==> src/rtl/pipe_pkg.sv <==
// pipe_pkg: shared types and defaults for the pipe scroller.
// Holds the FSM state enum, the LFSR seed and default parameters.

package pipe_pkg;

   typedef enum logic [1:0] {
      S_IDLE = 2'd0,
      S_RUN  = 2'd1,
      S_OVER = 2'd2
   } state_t;

   localparam logic [7:0] LFSR_SEED = 8'hA5;

   localparam int DEF_SCROLL_PERIOD = 8;
   localparam int DEF_PIPE_SPACING  = 4;
   localparam int DEF_GAP_H         = 4;
   localparam int DEF_BIRD_COL      = 3;

endpackage

==> src/rtl/lfsr8.sv <==
// lfsr8: 8-bit Fibonacci LFSR, taps 7/5/4/3, seeded from pipe_pkg.
// Ports: clk, rst (sync, active-high), en (advance one step), q (state).

module lfsr8
   import pipe_pkg::*;
(
   input  logic       clk,
   input  logic       rst,
   input  logic       en,
   output logic [7:0] q
);

   logic [7:0] r_q;
   logic       w_fb;

   // Taps give a maximal-length sequence, so the all-zero
   // lock-up state is never reached from a nonzero seed.
   assign w_fb = r_q[7] ^ r_q[5] ^ r_q[4] ^ r_q[3];

   always_ff @(posedge clk) begin
      if (rst) begin
         r_q <= LFSR_SEED;
      end else if (en) begin
         r_q <= {r_q[6:0], w_fb};
      end
   end

   assign q = r_q;

endmodule

==> src/rtl/pipe_scroller.sv <==
// pipe_scroller: 16x16 playfield that scrolls pipes toward column 0.
// Ports: clk, rst (sync, active-high), start, gameover (levels);
// green_array[c][r] playfield, green_column = column BIRD_COL,
// scroll_tick = registered pulse in the cycle after each step.

module pipe_scroller
   import pipe_pkg::*;
#(
   parameter int SCROLL_PERIOD = DEF_SCROLL_PERIOD,
   parameter int PIPE_SPACING  = DEF_PIPE_SPACING,
   parameter int GAP_H         = DEF_GAP_H,
   parameter int BIRD_COL      = DEF_BIRD_COL
) (
   input  logic              clk,
   input  logic              rst,
   input  logic              start,
   input  logic              gameover,
   output logic [15:0][15:0] green_array,
   output logic [15:0]       green_column,
   output logic              scroll_tick
);

   localparam logic [7:0]  PRESC_LAST = 8'(SCROLL_PERIOD - 1);
   localparam logic [7:0]  SPAWN_LAST = 8'(PIPE_SPACING - 1);
   localparam logic [4:0]  G_MAX      = 5'(16 - GAP_H);
   localparam logic [15:0] GAP_MASK   =
      16'((32'd1 << GAP_H) - 32'd1);

   state_t r_state;
   state_t w_state_nxt;

   logic [15:0][15:0] r_array;
   logic [7:0]        r_presc;
   logic [7:0]        r_spawn;
   logic              r_tick;

   logic              w_run_act;
   logic              w_step;
   logic [7:0]        w_lfsr;
   logic [4:0]        w_g;
   logic [15:0]       w_pipe;
   logic [15:0]       w_new;
   logic [3:0]        w_unused_lfsr_hi;

   // ---------------- FSM ----------------
   always_ff @(posedge clk) begin
      if (rst) begin
         r_state <= S_IDLE;
      end else begin
         r_state <= w_state_nxt;
      end
   end

   always_comb begin
      w_state_nxt = r_state;
      w_run_act   = 1'b0;
      w_step      = 1'b0;
      unique case (r_state)
         S_IDLE: begin
            if (start) begin
               w_state_nxt = S_RUN;
            end
         end
         S_RUN: begin
            if (gameover) begin
               w_state_nxt = S_OVER;
            end else begin
               w_run_act = 1'b1;
               w_step    = (r_presc == PRESC_LAST);
            end
         end
         S_OVER: begin
            w_state_nxt = S_OVER;
         end
         default: begin
            w_state_nxt = S_IDLE;
         end
      endcase
   end

   // ---------------- pipe generation ----------------
   lfsr8 u_lfsr (
      .clk (clk),
      .rst (rst),
      .en  (w_step),
      .q   (w_lfsr)
   );

   assign w_unused_lfsr_hi = w_lfsr[7:4];

   // Gap start is clamped so the gap always fits inside the column.
   always_comb begin
      w_g = {1'b0, w_lfsr[3:0]};
      if (w_g > G_MAX) begin
         w_g = G_MAX;
      end
      w_pipe = ~(GAP_MASK << w_g);
      w_new  = 16'h0000;
      if (r_spawn == SPAWN_LAST) begin
         w_new = w_pipe;
      end
   end

   // ---------------- datapath ----------------
   // Prescaler only moves while running with no gameover, so a
   // gameover both suppresses the due step and freezes the count.
   always_ff @(posedge clk) begin
      if (rst) begin
         r_array <= '0;
         r_presc <= 8'd0;
         r_spawn <= 8'd0;
         r_tick  <= 1'b0;
      end else begin
         r_tick <= w_step;
         if (w_run_act) begin
            if (w_step) begin
               r_presc <= 8'd0;
            end else begin
               r_presc <= r_presc + 8'd1;
            end
         end
         if (w_step) begin
            r_array <= {w_new, r_array[15:1]};
            if (r_spawn == SPAWN_LAST) begin
               r_spawn <= 8'd0;
            end else begin
               r_spawn <= r_spawn + 8'd1;
            end
         end
      end
   end

   assign green_array  = r_array;
   assign green_column = r_array[BIRD_COL];
   assign scroll_tick  = r_tick;

endmodule

==> config.mk <==
export PLATFORM = sky130hd
export DESIGN_NAME = pipe_scroller
export DESIGN_NICKNAME = d
export VERILOG_FILES = /design/src/rtl/pipe_pkg.sv /design/src/rtl/lfsr8.sv /design/src/rtl/pipe_scroller.sv
export SDC_FILE = /design/constraint.sdc
export NUM_CORES = 1
export LEC_CHECK = 0
export ABC_AREA = 1
export CORE_UTILIZATION = 43
export DETAILED_ROUTE_END_ITERATION = 7
export GPL_TIMING_DRIVEN = 1
export MAX_ROUTING_LAYER = met4
export PLACE_DENSITY = 0.83
export SLEW_MARGIN = 20
export SYNTH_ARGS = -nofsm -noshare
export SYNTH_HDL_FRONTEND = slang
export SYNTH_SLANG_ARGS = --single-unit
==> constraint.sdc <==
create_clock -name clk -period 1.47 [get_ports clk]
set_input_delay 0.147 -clock clk [delete_from_list [all_inputs] [get_ports clk]]
set_output_delay 0.147 -clock clk [all_outputs]
set_load 0.03 [all_outputs]
==> results.yml <==
power:
  p_switching_mw: 3.47
  combPwrFrac_pct: 4.5
  ir_drop_mv: 0.996
  p_int_mw: 12.5
  clkPwrFrac_pct: 47.0
  seqPwrFrac_pct: 48.5
  p_leak_nw: 9.01
  switching_share_pct: 21.8
  powerDensity_mw_per_mm2: 926
cells_and_area:
  final_nets: 1694
  final_area_mm2: 0.0172
  synthToLayoutAreaGrowth_pct: 73.6
  final_util_pct: 76.0
  num_antenna_cells: 0
  drive_gt1_share_pct: 33.9
synthesis:
  synth-simple-area-share_pct: 33.0
  synth_edf_count: 0
  synthAdderAreaFrac_pct: 0.505
  ys_ff_latch: 283
  synth-compound-area-share_pct: 2.88
  synth_top_family_by_area: "simple AND/OR/NAND/NOR gates"
  syn_inst: 1309
  synth_area_leaders: "dfxtp_1, nand2_1, buf_4"
  muxShareOfSynthArea_pct: 0
  yosysTopAreaCellShare_pct: 57.1
  yosysMostFrequentCell: "nand2_1"
  async_flop_share_pct: 0
  yosys_warnings: 0
  syn-num-nets: 1317
  syn_avg_cell_area_um2: 7.58
  syn_area_mm2: 0.00992
  synthXorXnorAreaFrac_pct: 0.265
  synth_top_cell_by_area: "dfxtp_1"
  synth_cell_types: 25
  synth_ff_type: "dfxtp_1"
  yosysSeqAreaShare_pct: 57.1
  synthTopCellsByCount: "nand2_1, dfxtp_1, inv_1, o21ai_0, nand3_1"
routing:
  detail_route.first_pass.iterations: 7
  drt-total-wl_um: 40900
  wl_per_cell_um: 20.6
  vias_per_cell: 5.32
  post-route-drc-count: 0
  vias: 10602
  drt_iter0_drc: 760
  final_antenna_net_count: 0
setup_path:
  end_kind: "flip-flop"
  crit_type: "reg -> reg"
  startpoint_type: "flip-flop"
  required_ns: 1.95
  worst-path-max-fanout: 6
  crit_arrival_ns: 2.23
placed_design:
  pre_cts_slack_ns: -0.399
  portBuffers: 276
  hpwlAfterDp_um: 19400
  post_dp_cell_area_mm2: 0.0133
  place_congestion: 0.888
timing:
  fin_skew_ns: 0.0187
  setup_viol: 361
  worst_pin_slew_ns: 0.387
  hold_slack_ns: 0.433
  setup_tns_ns: -49.10
  setup_ws_ns: -0.287
  final_max_slew_viol_count: 0
  slew_headroom_pct: 74.3
  min_period_over_period_pct: 120
  fmax_ghz: 0.569
  period_minus_slack_ns: 1.76
  rsz0062_at_grt: "yes"
  finalHoldViolCount: 0
clock_tree:
  cts_hold_buf: 0
  insertion_delay_ns: 0.54
  cts_tree: "done"
  numCtsBuffers: 29
  clk_pin_slew_ns: 0.06
  clockBufferDepth: 3
  cts_num_sinks: 283
  cts_max_level: 1
  cts_root_buffer: "clkbuf_16"
floorplan:
  rows: 55
  io_pins: 277
  die_x_um: 154
  die-area_mm2: 0.0237
  die_h_um: 154
  core-area_mm2: 0.0226
  start_util_pct: 43.8
global_route:
  grt_max_degree: 32
  grt_pass1_vias: 9977
  gr-total-overflow: 0
  grt_usage_pct: 29.7
  antenna_found_initial: 0
  grt_pass1_wl_um: 53700
outcome:
  violations: "negative setup slack"
  status: "finished with violations"
run:
  max_cap_viol_count: 0
hold_path:
  min_path_type: "in -> reg"
## area by class of cell
type	instances	area [um2]
clock inverter	8	96.3
multi-input combinational	907	4840
inverter	42	158
clock buffer	43	868
sequential	283	5670
timing repair buffer	423	5230
fill	1323	5420
tap	285	357
## layer usage
metal	track usage, %	wire [um]	vias up
li1	-	-	4745
met5	-	0	-
met1	33.6	14900	5019
met4	13.9	2700	0
met3	5.30	3160	196
met2	50.8	20200	642
## stage by stage
| stage | total power [mW] | cells |
|---|---|---|
| floorplan | 8.16 | 1309 |
| global placement | 8.29 | 1863 |
| detailed placement | 8.31 | 1863 |
| CTS | 15.8 | 1973 |
| global route | 16.4 | 1991 |
| finish | 15.9 | 1991 |
## final timing paths
kind	from	end	slack (ns)	cells past startpoint
max	r_state[1]	green_array[157]	-0.29	12
min	start	r_state[0]	0.43	3
max reg2reg	r_state[1]	green_array[157]	-0.29	12
min reg2reg	green_array[9]	green_array[9]	0.45	2
## worst max-delay path: stages (launching register included)
cell and delay [ns]:
dfxtp_2 0.31, inv_2 0.06, ha_4 0.14, nand2_4 0.05, nor2_4 0.13, nand3_4 0.10
nor2_4 0.18, buf_8 0.16, buf_16 0.12, buf_12 0.14, clkbuf_16 0.18, nand2_4 0.05
nand2_2 0.07
## power groups by stage
stage	combinational, mW	sequential, mW	clock [mW]
3_3_place_gp	0.392	7.89	0
3_5_place_dp	0.411	7.90	0
2_1_floorplan	0.260	7.90	0
5_1_grt	0.763	7.73	7.87
6_report	0.725	7.73	7.49
4_1_cts	0.581	7.73	7.46
## registers in the layout, indices dropped and copies added (netlist names)
| register | count |
|---|---|
| scroll_tick | 1 |
| r_presc | 8 |
| green_array | 240 |
| u_lfsr.q | 8 |
| r_state | 2 |
| r_spawn | 8 |
| green_column | 16 |
## placed cells by master (no fill, tap or decap), types with 2 or more instances in the layout
cell,n
a21oi_1,11
buf_12,30
buf_16,24
buf_4,39
buf_6,19
buf_8,18
bufinv_16,2
clkbuf_1,5
clkbuf_16,44
clkbuf_8,9
clkdlybuf4s15_1,91
clkdlybuf4s15_2,96
clkdlybuf4s50_1,3
clkinv_2,4
dfxtp_1,279
dfxtp_2,4
dlygate4sd2_1,86
ha_1,2
ha_4,2
inv_1,40
nand2_1,513
nand2_2,168
nand2_4,80
nand2_8,3
nand3_1,22
nand3_2,15
nand4_1,3
nor2_1,30
nor2_2,2
nor2_4,4
o21ai_0,14
o21ai_1,21
o21ai_2,8
o21bai_1,2
xnor2_1,2
## timing repair
item | in CTS | in global routing
pin swaps | 24 | 106
endpoints found under the setup margin | 543 | 407
buffers inserted | 29 | 17
resized for setup | 717 | 349
gates cloned | 30 | 18
## logic make-up (layout without fill, tap and decap cells)
logic type | after synthesis | count (layout)
adders and majority gates | 4 | 4
AOI/OAI and AO/OA | 56 | 56
DFF | 283 | 283
and+or+nand+nor | 844 | 844
buffers and inverters | 119 | 516
xor gates and xnor gates | 3 | 3
(Power assumes the default switching activity.)
